==> config.mk <==
export PLATFORM = sky130hd
export DESIGN_NAME = bram_arbiter
export DESIGN_NICKNAME = d
export VERILOG_FILES = /design/src/rtl/bram_arbiter_pkg.sv /design/src/rtl/bram_arbiter_rr_picker.sv /design/src/rtl/bram_arbiter.sv
export SDC_FILE = /design/constraint.sdc
export NUM_CORES = 1
export LEC_CHECK = 0
export ABC_AREA = 1
export CAP_MARGIN = 20
export CORE_MARGIN = 4
export CORE_UTILIZATION = 42
export CTS_CLUSTER_SIZE = 20
export DETAILED_ROUTE_END_ITERATION = 10
export PLACE_DENSITY_LB_ADDON = 0.3
export SKIP_LAST_GASP = 1
export SLEW_MARGIN = 15
export SYNTH_ARGS = -nofsm -noshare
export SYNTH_HDL_FRONTEND = slang
export SYNTH_HIERARCHICAL = 1
export SYNTH_SLANG_ARGS = --single-unit
==> constraint.sdc <==
create_clock -name clk -period 4.8 [get_ports clk]
set_input_delay 1.2 -clock clk [delete_from_list [all_inputs] [get_ports clk]]
set_output_delay 1.2 -clock clk [all_outputs]
set_load 0.01 [all_outputs]
==> src/rtl/bram_arbiter_pkg.sv <==
// bram_arbiter_pkg: shared state encoding and widths for the BRAM arbiter
package bram_arbiter_pkg;
    typedef enum logic [1:0] {IDLE, ISSUE, WAIT} state_t;
    localparam int NREQ = 3;
    localparam int AW = 15;
    localparam int DW = 32;
endpackage

==> src/rtl/bram_arbiter_rr_picker.sv <==
// rr_picker: round-robin search for the first set request after last_grant
module rr_picker #(
    parameter int N = 3,
    parameter int GW = (N > 1) ? $clog2(N) : 1
) (
    input  logic [N-1:0]  req,
    input  logic [GW-1:0] last_grant,
    output logic [GW-1:0] grant,
    output logic          valid
);
    int k;
    // scan from the farthest candidate down so the nearest one after last_grant wins
    always_comb begin
        k = 0;
        grant = '0;
        valid = 1'b0;
        for (int i = N; i >= 1; i--) begin
            k = (int'(last_grant) + i) % N;
            if (req[k[GW-1:0]]) begin
                grant = k[GW-1:0];
                valid = 1'b1;
            end
        end
    end
endmodule

==> src/rtl/bram_arbiter.sv <==
// bram_arbiter: round-robin arbitration of three requesters onto one BRAM port with timeout
module bram_arbiter
    import bram_arbiter_pkg::*;
#(
    parameter int TIMEOUT = 15,
    parameter int NREQ = bram_arbiter_pkg::NREQ
) (
    input  logic            clk,
    input  logic            rst,
    input  logic [NREQ-1:0] req,
    input  logic [NREQ-1:0] we,
    input  logic [AW-1:0]   addr0,
    input  logic [AW-1:0]   addr1,
    input  logic [AW-1:0]   addr2,
    input  logic [DW-1:0]   din0,
    input  logic [DW-1:0]   din1,
    input  logic [DW-1:0]   din2,
    output logic [NREQ-1:0] rdy,
    output logic            err,
    output logic [DW-1:0]   dout,
    output logic [AW-1:0]   mem_addr,
    output logic [DW-1:0]   mem_din,
    output logic            mem_we,
    output logic            mem_start_read,
    input  logic [DW-1:0]   mem_dout,
    input  logic            mem_read_rdy,
    input  logic            mem_save_rdy
);
    localparam int GW = (NREQ > 1) ? $clog2(NREQ) : 1;

    state_t          state_q, state_d;
    logic [GW-1:0]   last_q, last_d;
    logic            we_q, we_d;
    logic [AW-1:0]   addr_q, addr_d;
    logic [DW-1:0]   din_q, din_d;
    logic [3:0]      cnt_q, cnt_d;
    logic [NREQ-1:0] rdy_q, rdy_d;
    logic            err_q, err_d;
    logic [DW-1:0]   dout_q, dout_d;
    logic [GW-1:0]   pick;
    logic            pick_valid;
    logic            done;

    // a requester still holds req in its rdy cycle, so it is masked to avoid a repeat grant
    rr_picker #(.N(NREQ), .GW(GW)) u_picker (
        .req       (req & ~rdy_q),
        .last_grant(last_q),
        .grant     (pick),
        .valid     (pick_valid)
    );

    // next-state, latching of the granted port and completion/timeout handling
    always_comb begin
        state_d = state_q;
        last_d = last_q;
        we_d = we_q;
        addr_d = addr_q;
        din_d = din_q;
        cnt_d = cnt_q;
        rdy_d = '0;
        err_d = 1'b0;
        dout_d = dout_q;
        done = 1'b0;
        case (state_q)
            IDLE: if (pick_valid) begin
                state_d = ISSUE;
                last_d = pick;
                we_d = we[pick];
                addr_d = (pick == GW'(0)) ? addr0 : (pick == GW'(1)) ? addr1 : addr2;
                din_d = (pick == GW'(0)) ? din0 : (pick == GW'(1)) ? din1 : din2;
            end
            ISSUE: begin
                state_d = WAIT;
                cnt_d = '0;
            end
            WAIT: begin
                cnt_d = cnt_q + 4'd1;
                done = we_q ? mem_save_rdy : mem_read_rdy;
                if (done || cnt_d == 4'(TIMEOUT)) begin
                    state_d = IDLE;
                    rdy_d[last_q] = 1'b1;
                    err_d = !done;
                    dout_d = (done && !we_q) ? mem_dout : dout_q;
                end
            end
            default: state_d = IDLE;
        endcase
    end

    // state and datapath registers, cleared asynchronously
    always_ff @(posedge clk or posedge rst) begin
        if (rst) begin
            state_q <= IDLE;
            last_q <= GW'(NREQ - 1);
            we_q <= 1'b0;
            addr_q <= '0;
            din_q <= '0;
            cnt_q <= '0;
            rdy_q <= '0;
            err_q <= 1'b0;
            dout_q <= '0;
        end else begin
            state_q <= state_d;
            last_q <= last_d;
            we_q <= we_d;
            addr_q <= addr_d;
            din_q <= din_d;
            cnt_q <= cnt_d;
            rdy_q <= rdy_d;
            err_q <= err_d;
            dout_q <= dout_d;
        end
    end

    assign rdy = rdy_q;
    assign err = err_q;
    assign dout = dout_q;
    assign mem_addr = addr_q;
    assign mem_din = din_q;
    assign mem_we = (state_q == ISSUE) && we_q;
    assign mem_start_read = (state_q == ISSUE) && !we_q;
endmodule

==> summary.md <==
| Metric | Value |
|---|---|
| CTS H-tree depth | 3 |
| ANT cells | 0 |
| Die Footprint | between 10000 and 15000 µm² |
| CP max stage cell | nor2_4 |
| Ys flop type | dfrtp_1 |
| Fillers | 793 |
| Final Util | 0.7085 |
| Worst-path clk slew | 0.06 ns |
| Status | finished, final reports clean |
| Worst setup EP type | flop |
| Share of the synthesized area in the top cell type | 0.4786 |
| DRC viols | 0 |
| Synth area leaders | dfrtp_1 48%, mux2_4 9.5%, a31oi_1 6.3% |
| Req. time, crit path | 5.05 ns |
| Fraction of registers with async set/reset | 1.000 |
| Post-Route WL | 16340 µm |
| Most used cell, CP | nand2_1 |
| Clock sink count | 92 |
| Min Tclk post-route | approximately 3.4 ns |
| Setup violations, final | 0 |
| P&R area growth vs syn | 63.53% |
| Mapped cell area | 4758 µm² |
| Global-route wire length before repair | roughly 26000 µm |
| Count leader, synth | dfrtp_1 |
| Syn Nets | 709 |
| Pin count of the biggest net entering global routing | 51 |
| Mapped Cells | 515 |
| Post-Synth XOR/XNOR Area | 0 |
| Post-cts repair resize count | 0 |
| CTS Hold Bufs | 0 |
| Placer Congestion | 0.8131 |
| Max_cap viols | 0 |
| Reg2reg path depth | 10 |
| Die Wd | 114.4 µm |
| Slew @ Worst Pin | between 0.6 and 0.7 ns |
| Drt pass-1 iters | 5 |
| Synth area leader | dfrtp_1 |
| Root Buffer | clkbuf_16 |
| Max clock buf depth | 2 |
| Multiplexer area fraction after synthesis | 0.09940 |
| Maximum clock rate | 296.8 MHz |
| Post-DR vias/cell | 5.302 |
| Post-synthesis adder-cell area fraction | 0.02892 |
| ANT nets after route | 0 |
| Via count | roughly 4.8k |
| Post-Synth Simple-Gate Area | 0.1862 |
| Register bit total from synthesis | 92 |
| Port bufs | roughly 270 |
| Initial DRC Count | 375 |
| R2r startpoint | last_q[1] |
| CP cell instances | clkdlybuf4s50_1 > inv_1 > nor2_1 > nand2_1 > o21ai_1 > a21oi_2 > nand2_1 > nand2_2 > nor2_4 > buf_12 > nand2_1 > a31oi_1 |
| Starting Density | 0.4332 |
| Worst path arrival time | about 3.6 ns |
| Slowest stage delay, CP | between 0.4 and 0.5 ns |
| GRT Overall Usage | 0.2512 |
| Synth Warn # | 6 |
| CP Launch Type | primary input |
| Postcts setup bufs | 0 |
| Core area | roughly 11000 µm² |
| PwrDens | 657.6 nW/µm² |
| Hold path endpoint | dout[30] |
| Post-synthesis compound-gate area fraction | 0.1288 |
| Sequential share of the synthesized area | 0.4841 |
| Non-filler instance count after layout | a little over 900 |
| Leak | ~3.4 nW |
| Flop-to-flop setup slack | 2.04 ns |
| Final Hold Vio Count | 0 |
| FP Rows | 38 |
| Chip height | 114.4 µm |
| Io pins | 268 |
| Hold_sp | dout[30] |
| Post-synth top cells | 91 x dfrtp_1, 80 x nand2_1, 60 x nand3_1 |
| Vias in the first global route | 5109 |
| Layout cells sized above 1 | 0.09067 |
| Syn avg cell area | 9.239 µm² |
| Worst skew pair latency | 0.33 ns |
| GRT overflow | 0 |
| Final count of pins violating max slew | 0 |
| Layout Skew | 0.004184 ns |
| Maximum vdd drop | between 0.4 and 0.5 mV |
| RSZ-0062 raised after global routing | no |
| CTS buffer count | 9 |
| Max FO, Critical Path | 30 |
| Ratio of final minimum period to clock period | 0.7019 |
| Placed cell count | roughly 900 |
| Number of synthesized flops with an enable pin | 0 |
| WHS | 0.5080 ns |
| Unique masters post-synth | 28 |
| Hold Path Depth | 1 |
| Final net count | 961 |
| Critical path type | in2reg |
| Slew headroom | 0.5607 |
| Setup TNS | 0 ns |
| Largest family of logic cells by synthesized area | simple AND/OR/NAND/NOR gates |
| Initial antenna violation count | 0 |
| RR Endpoint | mem_din[12] |
| Hold crit path type | reg2reg |
| WL/cell | 17.92 µm |
| DP Wirelength | 12390 µm |
| CTS tree | done |
-- stage by stage --
step	setup slack, ns	power [W]	cell area (µm²)
floorplan	1.210	0.003148	4758
global route	1.270	0.005501	7781
CTS	1.502	0.005139	7781
global placement	1.351	0.004302	7478
finish	1.431	0.005117	7781
detailed placement	1.131	0.004414	7478
-- cells in the final DEF, fill, tap and decap left out, types with 3 or more instances in the layout --
cell,netlist,layout
clkdlybuf4s50_1,0,267
dfrtp_1,91,91
nand2_1,80,77
nand3_1,60,60
nor2_1,58,58
a31oi_1,48,48
a21oi_1,47,47
mux2_4,30,30
inv_1,27,26
ha_1,11,11
clkbuf_16,0,9
buf_4,4,7
o21ai_0,6,6
nand2_2,0,3
inv_2,3,3
o21ai_1,3,3
nor3_1,3,3
clkinv_2,0,3
-- worst max-delay path by stage --
| stage | start | to | slack (ns) | cells after the start |
|---|---|---|---|---|
| after global placement | req[1] | mem_addr[6] | 1.35 | 14 |
| after global routing | req[1] | mem_addr[2] | 1.27 | 12 |
| after CTS | req[1] | mem_din[6] | 1.50 | 12 |
| after floorplan | rst | cnt_q[0] | 1.21 | 1 |
| final | req[1] | mem_din[6] | 1.43 | 12 |
| after detailed placement | req[1] | mem_din[6] | 1.13 | 12 |
-- routing by layer --
metal  vias up  wire length (µm)  global-route usage
li1       2266                 -                   -
met1      2258              6206              0.2929
met2       279              8211              0.4350
met3        32              1525             0.07400
met4         0               397             0.09501
met5         -                 0                   0
-- worst max-delay path: cells and delay by family --
family	cells	cell delay, ns
simple gates	6	1.18
buf+inv	3	0.76
compound gates	3	0.44
-- sequential cells by signal (all words and copies together), names as in the netlist --
register / cells
cnt_q: 4
state_q: 2
mem_addr: 15
we_q: 1
mem_din: 32
err: 1
dout: 32
rdy: 3
last_q: 2
-- cell families after synthesis --
group                      after synthesis
muxes                                   32
buffers and inverters                   66
AOI/OAI and AO/OA                      108
DFF                                     92
adders and majority gates               11
and+or+nand+nor                        206
-- layout make-up --
class	instances	area [µm²]	share of cell area
tap	140	175.2	0.02251
clock inverter	6	63.81	0.008201
clock buffer	10	239.0	0.03071
inverter	31	117.6	0.01512
sequential	92	2303	0.2960
timing repair buffer	276	2765	0.3554
multi-input combinational	357	2117	0.2721
-- power by group --
| group | switching, W | total [W] | internal (W) |
|---|---|---|---|
| clock | 0.000286 | 0.000703 | 0.000416 |
| sequential | 0.000225 | 0.00139 | 0.00116 |
| combinational | 0.00159 | 0.00303 | 0.00144 |
No activity file was read; power rests on OpenSTA's default activity.
